**src/rtl/data_cache.sv**
```systemverilog
// Direct-mapped, write-through, no-write-allocate data cache with one-word lines.
// Define DCACHE_STATS_EN to add saturating hit_count / miss_count outputs.
module data_cache #(
    parameter int unsigned WIDTH    = 32,
    parameter int unsigned IDX_BITS = 4
) (
    input  logic             clk,
    input  logic             rst,
    input  logic             req_valid,
    input  logic             req_we,
    input  logic             a_type,
    input  logic [WIDTH-1:0] req_addr,
    input  logic [WIDTH-1:0] req_wdata,
    input  logic             inv,
    output logic [WIDTH-1:0] rdata,
    output logic             stall,
    output logic             mem_req,
    output logic             mem_we,
    output logic [WIDTH-1:0] mem_addr,
    output logic [WIDTH-1:0] mem_wdata,
    output logic [3:0]       mem_be,
    input  logic             mem_ack,
    input  logic [WIDTH-1:0] mem_rdata
`ifdef DCACHE_STATS_EN
    ,
    output logic [31:0]      hit_count,
    output logic [31:0]      miss_count
`endif
);
    localparam int unsigned LINES = 2**IDX_BITS;
    localparam int unsigned TAG_W = WIDTH - IDX_BITS - 2;
    localparam int unsigned LANES = WIDTH / 8;

    typedef enum logic [1:0] {IDLE, RD_MISS, WR} state_t;

    state_t              state_q, state_d;
    logic [LINES-1:0]    valid_q;
    logic [TAG_W-1:0]    tag_q  [LINES];
    logic [WIDTH-1:0]    data_q [LINES];

    logic [IDX_BITS-1:0] idx;
    logic [TAG_W-1:0]    tag;
    logic [1:0]          lane;
    logic                hit;
    logic [WIDTH-1:0]    line_rd;
    logic [WIDTH-1:0]    line_wdata;
    logic                line_we;
    logic                fill_valid;
    logic [3:0]          byte_be;

    function automatic logic [WIDTH-1:0] load_fmt(input logic [WIDTH-1:0] w,
                                                  input logic byte_acc,
                                                  input logic [1:0] l);
        return byte_acc ? WIDTH'(w[{l, 3'b000} +: 8]) : w;
    endfunction

    assign idx       = req_addr[IDX_BITS+1:2];
    assign tag       = req_addr[WIDTH-1:IDX_BITS+2];
    assign lane      = req_addr[1:0];
    assign line_rd   = data_q[idx];
    assign hit       = valid_q[idx] && (tag_q[idx] == tag) && !inv;
    assign byte_be   = 4'b0001 << lane;
    assign mem_addr  = {req_addr[WIDTH-1:2], 2'b00};
    assign mem_wdata = a_type ? {LANES{req_wdata[7:0]}} : req_wdata;

    always_ff @(posedge clk or negedge rst) begin
        if (!rst) begin
            state_q <= IDLE;
        end else begin
            state_q <= state_d;
        end
    end

    // Next state, handshake outputs and line-write control
    always_comb begin
        state_d    = state_q;
        stall      = 1'b0;
        rdata      = '0;
        mem_req    = 1'b0;
        mem_we     = 1'b0;
        mem_be     = 4'b0000;
        line_we    = 1'b0;
        line_wdata = line_rd;
        fill_valid = 1'b0;
        case (state_q)
            IDLE: begin
                if (req_valid) begin
                    if (req_we) begin
                        stall   = 1'b1;
                        state_d = WR;
                    end else if (hit) begin
                        rdata = load_fmt(line_rd, a_type, lane);
                    end else begin
                        stall   = 1'b1;
                        state_d = RD_MISS;
                    end
                end
            end
            RD_MISS: begin
                mem_req = 1'b1;
                mem_be  = 4'b1111;
                stall   = !mem_ack;
                if (mem_ack) begin
                    rdata      = load_fmt(mem_rdata, a_type, lane);
                    line_we    = 1'b1;
                    line_wdata = mem_rdata;
                    fill_valid = !inv;
                    state_d    = IDLE;
                end
            end
            WR: begin
                mem_req = 1'b1;
                mem_we  = 1'b1;
                mem_be  = a_type ? byte_be : 4'b1111;
                stall   = !mem_ack;
                if (mem_ack) begin
                    line_we = hit;
                    if (a_type) begin
                        line_wdata[{lane, 3'b000} +: 8] = req_wdata[7:0];
                    end else begin
                        line_wdata = req_wdata;
                    end
                    state_d = IDLE;
                end
            end
            default: state_d = IDLE;
        endcase
        // The CPU may still present a request while reset is held
        if (!rst) begin
            stall = 1'b0;
            rdata = '0;
        end
    end

    // Invalidate wins over a same-cycle fill
    always_ff @(posedge clk or negedge rst) begin
        if (!rst) begin
            valid_q <= '0;
        end else if (inv) begin
            valid_q <= '0;
        end else if (fill_valid) begin
            valid_q[idx] <= 1'b1;
        end
    end

    always_ff @(posedge clk) begin
        if (line_we) begin
            tag_q[idx]  <= tag;
            data_q[idx] <= line_wdata;
        end
    end

`ifdef DCACHE_STATS_EN
    always_ff @(posedge clk or negedge rst) begin
        if (!rst) begin
            hit_count  <= '0;
            miss_count <= '0;
        end else begin
            if (state_q == IDLE && req_valid && !req_we && hit && hit_count != '1) begin
                hit_count <= hit_count + 32'd1;
            end
            if (state_q == RD_MISS && mem_ack && miss_count != '1) begin
                miss_count <= miss_count + 32'd1;
            end
        end
    end
`endif

endmodule

```
**config.mk**
```make
export PLATFORM = sky130hd
export DESIGN_NAME = data_cache
export DESIGN_NICKNAME = d
export VERILOG_FILES = /design/src/rtl/data_cache.sv
export SDC_FILE = /design/constraint.sdc
export NUM_CORES = 1
export LEC_CHECK = 0
export CAP_MARGIN = 40
export CELL_PAD_IN_SITES_DETAIL_PLACEMENT = 0
export CELL_PAD_IN_SITES_GLOBAL_PLACEMENT = 1
export CORE_MARGIN = 5
export CORE_UTILIZATION = 39
export CTS_CLUSTER_SIZE = 30
export DETAILED_ROUTE_END_ITERATION = 7
export PLACE_DENSITY_LB_ADDON = 0.12
export SYNTH_ARGS = -nofsm -noshare
export SYNTH_HDL_FRONTEND = slang
export SYNTH_SLANG_ARGS = --single-unit
export TNS_END_PERCENT = 5
```
**constraint.sdc**
```tcl
create_clock -name clk -period 10.25 [get_ports clk]
set_input_delay 1.5375 -clock clk [delete_from_list [all_inputs] [get_ports clk]]
set_output_delay 1.5375 -clock clk [all_outputs]
set_load 0.02 [all_outputs]
```
==> flow_summary.yaml, run 1 <==
outcome:
  status: "complete, no violations"
finish:
  layout_commonest_cell: "edfxtp_1"
  syn2layout_area_growth_pct: 18.35
  fin_nets: 2572
  final_cell_mix: "928 x edfxtp_1, 226 x mux4_2, 199 x clkdlybuf4s50_1"
  drive_above_1_share_pct: 21.31
  fillers: 8665
power_and_ir_drop:
  internal_power_mw: 7.415
  netSwitchingPower_mw: 2.584
  power.density_nw_per_um2: 210.6
  p_leak_nw: 15.48
  switching_share_pct: 25.85
  ir_drop_v: 0.0001471
  power_frac_seq_pct: 47.3
  clkPwrFrac_pct: 36.8
  power_frac_comb_pct: 15.9
critical_path:
  end_kind: "output pin"
  critPathRequiredTime_ps: 8710
  worstPathArrival_ps: 6340
  r2r-start: "tag_q[15][1]"
  startpoint_type: "input pin"
  crit_top_cell: "buf_4"
  crit_path_cell_trace: "buf_4 -> buf_4 -> mux2_2 -> o22ai_1 -> a221oi_1 -> xor2_1 -> nor4b_1 -> o2111a_1 -> nand3_1 -> o21ai_1 -> clkdlybuf4s50_1"
  max_stage_delay_ps: 750
  slowest_stage: "nor4b_1"
  worst-path-max-fanout: 48
  worstSetupPathType: "input pin to output pin"
  startpoint: "req_addr[5]"
clock_network:
  clk_pin_slew_worst_paths_ps: 60
  cts-root-buf: "clkbuf_16"
  postCtsSetupBuffers: 0
  ctsResizeCount: 0
  cts.sinks: 946
  clockBufferDepth: 3
  insertion_delay_ps: 680
  cts_hold_buf: 0
  cts_tree: "built"
  htreeDepth: 3
  cts_buffers: 103
placed_design:
  pre_cts_slack_ps: 2358
  port_buffers: 203
  dpl.hpwl_um: 71410
  place_congestion: 0.8603
die:
  ioPinCount: 206
  fp.dieArea_um2: 109400
  rows: 117
  dieHeight_um: 330.8
  start_util_pct: 39.32
  core_um2: 102000
  die_x_um: 330.8
synth:
  synthCells: 2206
  synth-seq-cells: 946
  synth-async-reset-ratio_pct: 1.903
  synth_ff_type: "edfxtp_1"
  seq_area_frac_synth_pct: 70.58
  ys.warnings.count: 0
  synth_cell_types: 75
  syn_area_um2: 40120
  synth.avg_cell_area_um2: 18.19
  synth-edff-count: 928
routing:
  vias: 22380
  first_pass_iters: 5
  drt-initial-drc-count: 2079
  drc: 0
  drt-wirelength-per-cell_um: 29.96
  drtAntennaViolNets: 0
  routed_via_density: 5.720
  routed_wl_um: 117200
timing:
  fin_ws_ps: 2375
  slew_viol_final: 0
  final.setup.tns_ps: 0
  rsz0062_at_grt: "no"
  finalClockSkew_ps: 38.41
  relSlewSlack_pct: 32.21
  max_freq_mhz: 127.0
  min_period_over_period_pct: 76.83
  tightest_slew_ps: 1017
  finalHoldViolCount: 0
  fin_crit_ps: 7875
  setup_violations: 0
grt:
  grt.overflow.total: 0
  antenna_found_initial: 1
  track_usage_pct: 21.21
  grt_pass1_wl_um: 168200
  grt_pass1_vias: 23030
  grt_max_degree: 94
flow_run:
  max_cap_violations: 0
hold_path:
  hold_start: "valid_q[3]"
  min_path_type: "flop to flop"
[layer usage]
| layer | global-route usage, % | vias up | part of all wire, % |
|---|---|---|---|
| met2 | 35.29 | 743 | 48 |
| met5 | 0 | - | 0 |
| li1 | - | 9488 | - |
| met4 | 5.535 | 0 | 2.4 |
| met3 | 3.184 | 154 | 5.6 |
| met1 | 29.56 | 11990 | 44 |
[sequential cells by signal (all words and copies together), names as in the netlist]
| name | count |
|---|---|
| data_q | 512 |
| tag_q | 416 |
| valid_q | 16 |
| state_q | 2 |
[Yosys cell counts (all sizes together), types with 3 or more instances]
cell type / n / area, um^2
a211oi: 17 / 157.6
a21boi: 7 / 56.30
a21o: 21 / 157.7
a21oi: 113 / 565.5
a221oi: 13 / 131.4
a22o: 27 / 236.5
a22oi: 24 / 180.2
a2bb2oi: 3 / 26.28
a31oi: 16 / 100.1
and2: 4 / 25.02
and3: 7 / 43.79
buf: 118 / 868.3
clkbuf: 53 / 198.9
dfrtp: 18 / 450.4
edfxtp: 928 / 27870
ha: 12 / 150.1
inv: 27 / 101.3
mux2: 21 / 236.5
mux2i: 99 / 991.0
mux4: 226 / 5090
nand2: 128 / 480.5
nand2b: 8 / 50.05
nand3: 11 / 55.05
nand3b: 3 / 22.52
nand4: 6 / 58.80
nor2: 74 / 280.3
nor2b: 13 / 83.83
nor3: 10 / 50.05
nor4: 4 / 25.02
o2111a: 4 / 45.04
o21a: 10 / 75.07
o21ai: 71 / 355.3
o221ai: 10 / 87.58
o22ai: 34 / 212.7
o2bb2ai: 4 / 35.03
o31ai: 4 / 30.03
o32ai: 3 / 26.28
or3: 3 / 18.77
xnor2: 18 / 157.7
xor2: 8 / 70.07
[power by group through the flow]
stage | Combinational [mW] | Sequential [mW] | Clock [mW]
floorplan | 0.861 | 4.82 | 0
global placement | 1.47 | 4.82 | 0
detailed placement | 1.59 | 4.81 | 0
CTS | 1.59 | 4.73 | 3.77
global route | 1.71 | 4.73 | 3.94
finish | 1.59 | 4.73 | 3.68
[final cells by class]
type	count	area, um^2	share of cell area (%)
Clock buffer	129	2820	5.939
Clock inverter	62	568.0	1.196
Multi-Input combinational cell	1063	10810	22.77
Tap cell	1368	1712	3.604
Sequential cell	946	28320	59.63
Antenna cell	1	2.502	0.005270
Timing Repair Buffer	316	3151	6.635
Inverter	27	102.6	0.2161
[kinds of logic (layout without fill, tap and decap cells)]
| logic type | after synthesis | after routing | share of synthesized area [%] |
|---|---|---|---|
| AO/OA/AOI/OAI | 393 | 393 | 6.552 |
| XOR/XNOR | 26 | 26 | 0.5675 |
| adder cells (fa/ha/maj) | 12 | 12 | 0.3742 |
| buffers and inverters | 198 | 534 | 2.913 |
| flip-flops | 946 | 946 | 70.58 |
| multiplexers | 346 | 346 | 15.74 |
| other | 1 | 3 | 0.009346 |
| AND/OR/NAND/NOR | 284 | 284 | 3.265 |
[stage by stage]
| stage | hold slack, ps | power, mW | instance area (um^2) | instances | utilization, % |
|---|---|---|---|---|---|
| 2_1_floorplan | 457.3 | 5.681 | 40130 | 2207 | - |
| 3_3_place_gp | 470.2 | 6.289 | 43620 | 3687 | 42.75 |
| 3_5_place_dp | 483.6 | 6.403 | 44100 | 3720 | 43.22 |
| 4_1_cts | 498.0 | 10.09 | 47480 | 3911 | 46.54 |
| 5_1_grt | 523.3 | 10.38 | 47480 | 3911 | 46.54 |
| 6_report | 501.4 | 10.00 | 47490 | 3912 | 46.54 |
[critical path: cells and delay by family]
family,cells,cell delay [ps]
and+or+nand+nor,2,1250
buffers and inverters,3,1900
AOI/OAI and AO/OA,4,990
xor gates and xnor gates,1,200
muxes,1,410
[final timing paths]
| check | endpoint | slack [ps] | cells after the start |
|---|---|---|---|
| hold reg to reg | valid_q[3] | 500 | 2 |
| max in group asynchronous | state_q[1] | 8720 | 2 |
| min in group asynchronous | valid_q[4] | 1250 | 2 |
| setup reg to reg | data_q[1][12] | 5210 | 10 |
| setup / recovery | rdata[1] | 2370 | 11 |
| hold / removal | valid_q[3] | 500 | 2 |
Note: power is estimated with default switching activity, not from simulation.
==> inputs of run 2 (changes only) <==
==> constraint.sdc (replaced) <==
create_clock -name clk -period 6.8 [get_ports clk]
set_input_delay 1.02 -clock clk [delete_from_list [all_inputs] [get_ports clk]]
set_output_delay 1.02 -clock clk [all_outputs]
set_load 0.02 [all_outputs]
==> run 2 against run 1 <==
  * Final area down 0.24%
  * Combinational power increased by 52%
  * Non-clock buffer count increased by 6
  * Critical endpoint unchanged
==> flow_summary.yaml, run 2 (synthesized netlist as in run 1, its figures left out) <==
clock_network:
  htreeDepth: 3
  clk_pin_slew_worst_paths_ps: 60
  insertion_delay_ps: 680
  cts_buffers: 102
  cts_hold_buf: 0
  cts_tree: "built"
  ctsResizeCount: 0
  clockBufferDepth: 3
  cts-root-buf: "clkbuf_16"
  postCtsSetupBuffers: 0
  cts.sinks: 946
routing:
  drt-wirelength-per-cell_um: 29.94
  drtAntennaViolNets: 0
  routed_via_density: 5.730
  vias: 22450
  drt-initial-drc-count: 2245
  first_pass_iters: 6
  routed_wl_um: 117300
  drc: 0
finish:
  largest_reg_flops: 512
  top_regs: "data_q x512, tag_q x416, valid_q x16"
  fin_area_um2: 47370
  fin_nets: 2577
  final_cell_mix: "928 x edfxtp_1, 226 x mux4_2, 191 x clkdlybuf4s50_1"
  fillers: 8706
  layout_commonest_cell: "edfxtp_1"
  syn2layout_area_growth_pct: 18.06
  drive_above_1_share_pct: 21.57
  top_register: "data_q"
grt:
  grt_pass1_wl_um: 168000
  antenna_found_initial: 3
  grt_pass1_vias: 22910
  track_usage_pct: 21.23
  grt.overflow.total: 0
  grt_max_degree: 77
power_and_ir_drop:
  p_leak_nw: 15.46
  ir_drop_v: 0.0002377
  power.density_nw_per_um2: 315.4
timing:
  slew_viol_final: 0
  rsz0062_at_grt: "no"
  finalHoldViolCount: 0
  min_period_over_period_pct: 90.59
  max_freq_mhz: 162.3
  relSlewSlack_pct: 39.72
  tightest_slew_ps: 901.4
  setup_violations: 0
  fin_ws_ps: 640.1
  fin_crit_ps: 6160
  finalClockSkew_ps: 27.07
die:
  ioPinCount: 206
  die_x_um: 330.8
  core_um2: 102000
  fp.dieArea_um2: 109400
  start_util_pct: 39.32
  dieHeight_um: 330.8
  rows: 117
critical_path:
  worstSetupPathType: "input pin to output pin"
  startpoint_type: "input pin"
  worst-path-max-fanout: 38
  critPathRequiredTime_ps: 5780
  end_kind: "output pin"
  r2r_cells: 9
  worstPathArrival_ps: 5140
flow_run:
  max_cap_violations: 0
placed_design:
  postPlaceCellArea_um2: 44090
  place_congestion: 0.8707
  dpl.hpwl_um: 70930
  pre_cts_slack_ps: 673.0
  port_buffers: 203
hold_path:
  min_path_type: "flop to flop"
  hold_depth: 2
outcome:
  status: "complete, no violations"
## run 2: changes by cell type in the layout (fill, tap and decap cells not counted), sizes merged
cell / before / now
buf: 117 / 131
bufinv: 10 / 9
clkbuf: 129 / 127
clkdlybuf4s50: 199 / 191
clkinv: 46 / 49
clkinvlp: 6 / 3
inv: 27 / 31
## run 2: per-stage QoR
step,hold WS (ps),power [mW],TNS (ps),instances,util (%)
3_5_place_dp,483.1,9.662,0,3724,43.21
6_report,493.6,14.94,0,3919,46.43
2_1_floorplan,457.3,8.563,-447160,2207,-
3_3_place_gp,473.8,9.479,0,3706,43.06
5_1_grt,524.1,15.49,0,3918,46.42
4_1_cts,495.8,15.06,0,3916,46.41
## run 2: cell type report
| cell class | count | area (um^2) | area share (%) |
|---|---|---|---|
| sequential | 946 | 28320 | 59.78 |
| clock inverter | 65 | 593.1 | 1.252 |
| timing repair buffer | 322 | 3163 | 6.677 |
| inverter | 27 | 102.6 | 0.2166 |
| tap | 1368 | 1712 | 3.613 |
| clock buffer | 127 | 2668 | 5.631 |
| multi-input combinational | 1063 | 10810 | 22.83 |
| antenna | 1 | 2.502 | 0.005282 |
## run 2: worst paths after layout
| kind | start | end | slack (ps) |
|---|---|---|---|
| min in group asynchronous | rst | valid_q[4] | 1150 |
| setup reg to reg | tag_q[5][1] | tag_q[5][9] | 2100 |
| max in group asynchronous | rst | valid_q[13] | 5410 |
| setup / recovery | req_addr[5] | rdata[1] | 640 |
| hold / removal | valid_q[13] | valid_q[13] | 490 |
| hold reg to reg | valid_q[13] | valid_q[13] | 490 |
## run 2: worst max-delay path, cell delays in order
cell	delay [ps]
buf_4	510
buf_12	290
buf_12	260
nand2b_1	160
nor2_1	50
o2bb2ai_1	120
or4_4	560
a2111oi_4	540
o2111a_1	280
nand3_1	90
buf_4	210
o21ai_1	280
clkdlybuf4s50_1	670
## run 2: routing by layer
metal	up-vias	routed length, um	share of wire, %	global-route usage, %
met5	-	27	0.023	0
met4	4	2320	2.0	4.481
met3	165	7346	6.3	3.399
met2	837	56060	48	34.53
met1	11950	51570	44	30.62
li1	9498	-	-	-
## run 2: report_power, final
group	switching, mW	leakage (nW)	internal [mW]
Sequential	0.0175	8.63	7.12
Clock	2.26	1.58	3.13
Combinational	1.64	5.24	0.777
